`src/rtl/uart_alu_pkg.sv`:
```
// -----------------------------------------------------------------------------
// uart_alu_pkg
// Shared definitions for the UART/ALU frame sequencer:
//   - default data and opcode widths
//   - header byte codes that open a command frame
//   - one-hot sequencer state encoding
//   - frame type latched from the header byte
// -----------------------------------------------------------------------------
package uart_alu_pkg;

  localparam int NB_DATA_DEF = 8;
  localparam int NB_OP_DEF   = 6;

  localparam logic [7:0] HDR_A  = 8'h08;
  localparam logic [7:0] HDR_B  = 8'h10;
  localparam logic [7:0] HDR_OP = 8'h20;

  typedef enum logic [6:0] {
    IDLE    = 7'b0000001,
    DATA    = 7'b0000010,
    EXEC    = 7'b0000100,
    CAPTURE = 7'b0001000,
    TX_REQ  = 7'b0010000,
    TX_WAIT = 7'b0100000,
    ERR     = 7'b1000000
  } SeqState;

  typedef enum logic [1:0] {
    FRM_A  = 2'd0,
    FRM_B  = 2'd1,
    FRM_OP = 2'd2
  } FrameType;

endpackage

```
`src/rtl/uart_alu_sequencer_timer.sv`:
```
// -----------------------------------------------------------------------------
// frame_timer
// Idle-cycle counter used to abandon a frame whose payload never arrives.
// Ports:
//   clk        system clock
//   i_rst      asynchronous active-high reset
//   i_clear    synchronous clear back to zero
//   i_enable   count one cycle
//   o_expired  high while the count sits at TMO_MAX-1
// -----------------------------------------------------------------------------
module frame_timer #(
  parameter int NB_TMO  = 20,
  parameter int TMO_MAX = 1000000
) (
  input  logic clk,
  input  logic i_rst,
  input  logic i_clear,
  input  logic i_enable,
  output logic o_expired
);

  localparam logic [NB_TMO-1:0] LAST = NB_TMO'(TMO_MAX - 1);

  logic [NB_TMO-1:0] r_count;

  // Count enabled idle cycles; hold at the last value so expiry stays
  // asserted rather than wrapping if the owner lingers for a cycle.
  always_ff @(posedge clk or posedge i_rst) begin
    if (i_rst) begin
      r_count <= '0;
    end else if (i_clear) begin
      r_count <= '0;
    end else if (i_enable && (r_count != LAST)) begin
      r_count <= r_count + NB_TMO'(1);
    end
  end

  assign o_expired = (r_count == LAST);

endmodule

```
`src/rtl/uart_alu_sequencer.sv`:
```
// -----------------------------------------------------------------------------
// uart_alu_sequencer
// Parses 2-byte command frames (header + payload) from the UART RX stream,
// holds ALU operands/opcode, fires the ALU once per operation frame and
// returns the result through the UART TX with a start/done handshake.
// Ports:
//   clk, i_rst                  clock, asynchronous active-high reset
//   i_rx_data, i_rx_done        received byte and its one-cycle strobe
//   i_tx_done                   TX finished the requested byte
//   i_alu_result                external ALU output
//   o_datoA, o_datoB, o_op      operand and opcode registers
//   o_alu_valid                 one-cycle ALU execute pulse
//   o_tx_start, o_tx_data       TX request pulse and result byte
//   o_busy                      high from EXEC through TX_WAIT
//   o_frame_err                 one-cycle error pulse
// -----------------------------------------------------------------------------
module uart_alu_sequencer
  import uart_alu_pkg::*;
#(
  parameter int NB_DATA = NB_DATA_DEF,
  parameter int NB_OP   = NB_OP_DEF,
  parameter int NB_TMO  = 20,
  parameter int TMO_MAX = 1000000
) (
  input  logic               clk,
  input  logic               i_rst,
  input  logic [NB_DATA-1:0] i_rx_data,
  input  logic               i_rx_done,
  input  logic               i_tx_done,
  input  logic [NB_DATA-1:0] i_alu_result,
  output logic [NB_DATA-1:0] o_datoA,
  output logic [NB_DATA-1:0] o_datoB,
  output logic [NB_OP-1:0]   o_op,
  output logic               o_alu_valid,
  output logic               o_tx_start,
  output logic [NB_DATA-1:0] o_tx_data,
  output logic               o_busy,
  output logic               o_frame_err
);

  SeqState             r_state;
  SeqState             w_nextState;
  FrameType            r_frame;
  FrameType            w_hdrType;
  logic                w_hdrValid;
  logic                w_hdrAccept;
  logic                w_loadA;
  logic                w_loadB;
  logic                w_loadOp;
  logic                w_busy;
  logic                w_expired;
  logic                r_overrun;
  logic [NB_DATA-1:0]  r_datoA;
  logic [NB_DATA-1:0]  r_datoB;
  logic [NB_OP-1:0]    r_op;
  logic [NB_DATA-1:0]  r_txData;

  assign w_busy = (r_state == EXEC) || (r_state == CAPTURE) ||
                  (r_state == TX_REQ) || (r_state == TX_WAIT);

  // The timer is held at zero outside DATA, so entering DATA always starts
  // a fresh timeout window. A cycle carrying a byte does not count as idle.
  frame_timer #(
    .NB_TMO  (NB_TMO),
    .TMO_MAX (TMO_MAX)
  ) u_timer (
    .clk       (clk),
    .i_rst     (i_rst),
    .i_clear   (r_state != DATA),
    .i_enable  ((r_state == DATA) && !i_rx_done),
    .o_expired (w_expired)
  );

  // Next-state and register-load decisions. A payload byte arriving on the
  // expiry cycle is checked before the timeout so the byte wins.
  always_comb begin
    w_nextState = r_state;
    w_hdrAccept = 1'b0;
    w_loadA     = 1'b0;
    w_loadB     = 1'b0;
    w_loadOp    = 1'b0;
    w_hdrValid  = 1'b1;
    w_hdrType   = FRM_A;
    if (i_rx_data == NB_DATA'(HDR_A)) begin
      w_hdrType = FRM_A;
    end else if (i_rx_data == NB_DATA'(HDR_B)) begin
      w_hdrType = FRM_B;
    end else if (i_rx_data == NB_DATA'(HDR_OP)) begin
      w_hdrType = FRM_OP;
    end else begin
      w_hdrValid = 1'b0;
    end
    case (r_state)
      IDLE: begin
        if (i_rx_done) begin
          if (w_hdrValid) begin
            w_hdrAccept = 1'b1;
            w_nextState = DATA;
          end else begin
            w_nextState = ERR;
          end
        end
      end
      DATA: begin
        if (i_rx_done) begin
          case (r_frame)
            FRM_A: begin
              w_loadA     = 1'b1;
              w_nextState = IDLE;
            end
            FRM_B: begin
              w_loadB     = 1'b1;
              w_nextState = IDLE;
            end
            FRM_OP: begin
              if (i_rx_data[NB_DATA-1:NB_OP] == '0) begin
                w_loadOp    = 1'b1;
                w_nextState = EXEC;
              end else begin
                w_nextState = ERR;
              end
            end
            default: w_nextState = ERR;
          endcase
        end else if (w_expired) begin
          w_nextState = ERR;
        end
      end
      EXEC:    w_nextState = CAPTURE;
      CAPTURE: w_nextState = TX_REQ;
      TX_REQ:  w_nextState = TX_WAIT;
      TX_WAIT: begin
        if (i_tx_done) begin
          w_nextState = IDLE;
        end
      end
      ERR:     w_nextState = IDLE;
      default: w_nextState = IDLE;
    endcase
  end

  // State register.
  always_ff @(posedge clk or posedge i_rst) begin
    if (i_rst) begin
      r_state <= IDLE;
    end else begin
      r_state <= w_nextState;
    end
  end

  // Datapath registers. Operands persist across frames; the result is
  // sampled one cycle after the execute pulse so either a combinational or
  // a single-cycle registered ALU is covered. Bytes arriving while busy are
  // dropped and reported one cycle later.
  always_ff @(posedge clk or posedge i_rst) begin
    if (i_rst) begin
      r_frame   <= FRM_A;
      r_datoA   <= '0;
      r_datoB   <= '0;
      r_op      <= '0;
      r_txData  <= '0;
      r_overrun <= 1'b0;
    end else begin
      if (w_hdrAccept) begin
        r_frame <= w_hdrType;
      end
      if (w_loadA) begin
        r_datoA <= i_rx_data;
      end
      if (w_loadB) begin
        r_datoB <= i_rx_data;
      end
      if (w_loadOp) begin
        r_op <= i_rx_data[NB_OP-1:0];
      end
      if (r_state == CAPTURE) begin
        r_txData <= i_alu_result;
      end
      r_overrun <= i_rx_done && w_busy;
    end
  end

  // An overrun report landing on an ERR cycle merges into one pulse.
  assign o_datoA     = r_datoA;
  assign o_datoB     = r_datoB;
  assign o_op        = r_op;
  assign o_tx_data   = r_txData;
  assign o_alu_valid = (r_state == EXEC);
  assign o_tx_start  = (r_state == TX_REQ);
  assign o_busy      = w_busy;
  assign o_frame_err = (r_state == ERR) || r_overrun;

endmodule

```
`config.mk`:
```
export PLATFORM = sky130hd
export DESIGN_NAME = uart_alu_sequencer
export DESIGN_NICKNAME = d
export VERILOG_FILES = /design/src/rtl/uart_alu_pkg.sv /design/src/rtl/uart_alu_sequencer_timer.sv /design/src/rtl/uart_alu_sequencer.sv
export SDC_FILE = /design/constraint.sdc
export NUM_CORES = 1
export LEC_CHECK = 0
export ABC_AREA = 1
export BUFFER_PORTS_ARGS = -buffer_cell sky130_fd_sc_hd__buf_2
export CELL_PAD_IN_SITES_DETAIL_PLACEMENT = 1
export CELL_PAD_IN_SITES_GLOBAL_PLACEMENT = 1
export CORE_MARGIN = 5
export CORE_UTILIZATION = 45
export CTS_CLUSTER_SIZE = 24
export DETAILED_ROUTE_END_ITERATION = 12
export GPL_TIMING_DRIVEN = 0
export PLACE_DENSITY = 0.85
export REMOVE_ABC_BUFFERS = 1
export SYNTH_ARGS = -nofsm -noshare
export SYNTH_HDL_FRONTEND = slang
export SYNTH_HIERARCHICAL = 1
export SYNTH_SLANG_ARGS = --single-unit
export TNS_END_PERCENT = 100
```
`constraint.sdc`:
```
create_clock -name clk -period 5.5 [get_ports clk]
set_input_delay 0.55 -clock clk [delete_from_list [all_inputs] [get_ports clk]]
set_output_delay 0.55 -clock clk [all_outputs]
set_load 0.005 [all_outputs]
```
# == Yosys cells after proc, flatten, opt, wreduce, memory -nomap -nowiden ==
# Cells that the tools add are included.
# W data, S select, Z words.
# op_classes
n_addsub,1
eq_ne,18
muxes,29
reduce_logical,13
# ops
cell,n
$mux W7,6
$pmux W7 S6,1
$mux W20,2
$add A20 B1 Y20 const B,1
$eq A20 B20 Y1 const B,1
$ne A20 B20 Y1 const B,1
$mux W1,16
$pmux W7 S2,1
$eq A8 B4 Y1 const B,1
$eq A8 B5 Y1 const B,1
$eq A8 B6 Y1 const B,1
$eq A7 B1 Y1 const B,1
$eq A7 B2 Y1 const B,1
$eq A7 B3 Y1 const B,1
$eq A7 B4 Y1 const B,1
$eq A7 B5 Y1 const B,1
$eq A7 B6 Y1 const B,1
$eq A7 B7 Y1 const B,1
$ne A7 B2 Y1 const B,1
$mux W2,3
$logic_not A2 Y1,2
$logic_or A1 B1 Y1,4
$ne A2 B2 Y1 const B,2
$logic_and A1 B1 Y1,3
other kinds (7),7
# word_totals
register_bits,60
output_inout_bits,34

# == Logic depth before layout (Yosys ltp) ==
# logic_depth
word_depth,7
ltp_mapped,11
mapped_depth_nobuf,11

# == Hierarchy ==
# Netlist, hierarchy kept.
# by_module_without_submodules
mod,instances,cells_each,area_per_inst_um2,seq_area_each_um2
uart_alu_sequencer,1,214,1886.8,1002.2
frame_timer,1,201,1417.6,500.5

# == Worst setup path before layout ==
# No wires, ideal clock.
# synth_path
kind,flip-flop to flip-flop
start,register r_state[5]
end,register u_timer.r_count[1]
setup_ps,78
arrival_time_ps,1674
required_time_ps,5422
path_slack_ps,3748
stages_incl_launch_ff,10
path_buffers,1
period_less_slack_ps,1752
cell_sequence,dfrtp_1 > nor2_4 > nand2_4 > nor2_8 > inv_1 > nor2_1 > buf_2 > a21boi_2 > nand2_1 > a21oi_1
# synth_between
elab_chain_cells,4
elab_cells_between_ends,6
# synth_rtl
item,line_no,source
from (decl),uart_alu_sequencer.sv:41,SeqState r_state;
from (signal assigned),uart_alu_sequencer.sv:147,r_state <= w_nextState;
$eq A7 B2 Y1,uart_alu_sequencer.sv:70,".i_enable ((r_state == DATA) && !i_rx_done),"
$logic_and A1 B1 Y1,uart_alu_sequencer.sv:70,
$logic_and A1 B1 Y1,uart_alu_sequencer_timer.sv:33,end else if (i_enable && (r_count != LAST)) begin
$reduce_bool A2 Y1 (no line),n/a,
to (signal assigned),uart_alu_sequencer_timer.sv:34,r_count <= r_count + NB_TMO'(1);
to (decl),uart_alu_sequencer_timer.sv:24,logic [NB_TMO-1:0] r_count;
# Parallel ways exist; a longest one is shown, timed or not.
# A chain may end at the register's enable or synchronous reset.

# == Final worst setup path ==
# layout_path
start,register r_state[5]
end,register u_timer.r_count[13]
# The elaborated chain is that of the path after synthesis.

==> results.tsv <==
stage	metric	value	unit
pwr	NetSw	266	uW
setup_path	WP buf/inv	1	
setup_path	CP max stage cell	nor2_1	
pwr	Final Total Pwr	979	uW
pwr	P per Cell Area	257	nW/um2
floorplanning	die area	9160	um2
timing	final hold viol count	0	
setup_path	worst-path cell chain	nor2_4 > nand2_4 > nor2_8 > inv_1 > nor2_1 > a21boi_2 > nand4_1 > nand2_1	
global_route	GRT Resource Usage Total	20.5	%
placed_design	DP Cell Count	557	
pwr	internal power	713	uW
timing	f_max	372	MHz
route	DRT Pass-1 Iters	4	
synth	top cell type's share of synthesized area	44.7	%
layout	Final #Nets	490	
synth	ys flop type	dfrtp_1	
layout	post-route insts no fill	573	
synth	cell taking the most area after synthesis	dfrtp_1	
cts	# resized after CTS	0	
pwr	clock power share	41.0	%
min_path	Hold WC Path Type	input port to asynchronous set/reset pin	
setup_path	CP top delay family	simple AND/OR/NAND/NOR gates	
synth	Post-Synthesis Cells	415	
route	DR vias	2907	
floorplanning	Core ar.	7210	um2
cts	root buffer cell	clkbuf_8	
cts	hold buffers post-CTS	0	
cts	clock latency on the worst-skew pair	0.34	ns
synth	Synth Cell Area	3300	um2
timing	setup violators final	0	
synth	synthesized flop and latch total	60	
setup_path	CP max FO	13	
synth	Area contributors post-synth	dfrtp_1 45%, nand2_1 15%, nor2_1 6.2%	
timing	Final WS setup	2.81	ns
synth	Synth Area per Inst	7.96	um2
floorplanning	IO Count	54	
pwr	switching share of power	27.2	%
floorplanning	row cnt	31	
timing	RSZ-0062 raised after global routing	false	
synth	Synth cell types	38	
synth	Async SR Flop Fraction	100	%
cts	CTS Buffer Depth	2	
route	DR iter-0 viols	81	
route	post-DR wirelength/cell	14.9	um
cts	level count of the clock H-tree	3	
setup_path	WS Path Type	flop to flop	
floorplanning	chip width	95.7	um
setup_path	crit end category	flop	
pwr	Peak supply drop	0.0928	mV
global_route	vias in the first global route	3128	
job	Max-Cap Viols	0	
pwr	static leakage	1.97	nW
timing	total negative setup slack	0	ns
synth	Post-synth EDFFs	0	
placed_design	hpwl dp	6.23	mm
setup_path	slowest stage delay, CP	0.68	ns
route	via density per instance	5.07	
cts	CTS clk-pin slew, worst paths	0.07	ns
synth	Seq/Total Area, Yosys	45.5	%
placed_design	port bufs	53	
global_route	initial antenna violation count	0	
layout	fraction of layout instances using a drive strength above 1	21.1	%
cts	CTS tree	built	
setup_path	WP data arrival	2.97	ns
route	DRT antenna net count	0	
global_route	first-pass GRT wire length	14.5	mm
synth	Ys Warns	6	
timing	count of pins over their slew limit	0	
cts	Post-CTS Setup Repair Bufs	0	
timing	Layout Skew	0.00529	ns
global_route	largest net degree at the start of global routing	41	
layout	n_diodes	0	
setup_path	critical path required time	5.78	ns
setup_path	CP Launch Type	flop	
cts	number of buffers created by CTS	9	
timing	Final Cycle Share	48.9	%
floorplanning	Die Y-Extent	95.7	um
timing	crit path time final	2.69	ns
placed_design	RD Place Congestion	0.853	
pwr	Seq pwr share	47.5	%
layout	Area Growth Syn to Fin	15.1	%
route	DRT Wirelength	8.55	mm
timing	Slew HR	43.0	%
cts	CTS Sinks	60	
placed_design	setup slack at placement	2.82	ns
floorplanning	Starting Density	45.8	%
route	drt drc	0	
pwr	logic gate share of total power	11.5	%
run_status	status	completed	
timing	Least-Margin Pin Slew	0.853	ns
global_route	grt total ovfl	0	
-- worst register-to-register path: cells and delay by family, from the launching register on --
family	cells	cell delay [ns]
compound gates	1	0.59
simple gates	6	1.37
flops	1	0.41
buf+inv	1	0.27
-- cells by family after synthesis --
group,share of synthesized area [%]
AO/OA/AOI/OAI,6.29
XOR/XNOR,2.92
adder cells (fa/ha/maj),0.379
buffers and inverters,7.00
flip-flops,45.5
AND/OR/NAND/NOR,37.9
-- path summary, 6_finish.rpt --
check	startpoint	end	slack (ns)	cells after the start
max in group asynchronous	i_rst	u_timer/r_count[17]	4.58	2
hold reg to reg	o_tx_data[6]	o_tx_data[6]	0.47	2
setup reg to reg	r_state[5]	u_timer/r_count[13]	2.81	8
hold / removal	i_rst	r_state[2]	0.38	2
setup / recovery	r_state[5]	u_timer/r_count[13]	2.81	8
min in group clk	i_alu_result[3]	o_tx_data[3]	0.41	3
-- routing by layer --
metal / track usage [%] / part of all wire [%] / vias up
li1: - / - / 1430
met1: 24.7 / 44 / 1424
met2: 35.6 / 52 / 40
met3: 3.52 / 2.2 / 13
met4: 9.12 / 1.8 / 0
met5: 0 / 0 / -
-- through the flow --
stage	area (um2)	utilization, %	hold slack, ns
2_1_floorplan	3220	-	0.442
4_1_cts	3800	52.7	0.396
6_report	3800	52.7	0.380
3_5_place_dp	3610	50.0	0.453
3_3_place_gp	3610	50.0	0.451
5_1_grt	3800	52.7	0.401
-- state kept, by name, indices dropped and copies added (netlist names) --
signal           cells
r_frame              2
o_datoA              8
r_overrun            1
o_op                 6
r_state              7
u_timer/r_count     20
o_tx_data            8
o_datoB              8
-- placed cells by master (no fill, tap or decap), types with 2 or more instances in the layout --
cell      count
o21ai_0      10
clkinv_2      2
nand3_1      37
nor2_1       55
xor2_1        9
clkbuf_1      2
o21ai_2       8
o21ai_1       7
nand4_1      14
nor3_1        2
dfrtp_1      59
xnor2_1       2
nor2_8        3
nand2_4       4
a21oi_1       2
inv_1        37
nand2_1     130
nand2_2       4
buf_2        53
nor2_4        4
or2_2         2
clkbuf_8     10
-- power by group through the flow --
stage | clock network [mW] | registers (mW) | logic [mW]
floorplan | 0 | 0.472 | 0.0769
global placement | 0 | 0.473 | 0.109
detailed placement | 0 | 0.474 | 0.113
CTS | 0.412 | 0.465 | 0.113
global route | 0.434 | 0.466 | 0.127
finish | 0.401 | 0.465 | 0.113
-- area by class of cell --
cell class | instances | area, um2
Sequential cell | 60 | 1500
Clock inverter | 4 | 48.8
Clock buffer | 12 | 145
Multi-Input combinational cell | 306 | 1570
Tap cell | 99 | 124
Inverter | 39 | 146
Timing Repair Buffer | 53 | 265
Fill cell | 943 | 3410
-- synth_stat cells, types with 2 or more instances --
cell,number
nand2_1,130
nor2_1,55
nor2_4,4
xor2_1,9
buf_6,3
inv_1,38
nand2_2,4
o21ai_0,10
nor2_8,3
nand4_1,14
buf_2,4
dfrtp_1,59
nand2_4,4
o21ai_2,8
or2_2,2
nand3_1,37
a21oi_1,2
o21ai_1,7
xnor2_1,2
nor3_1,2
(Power assumes the default switching activity.)
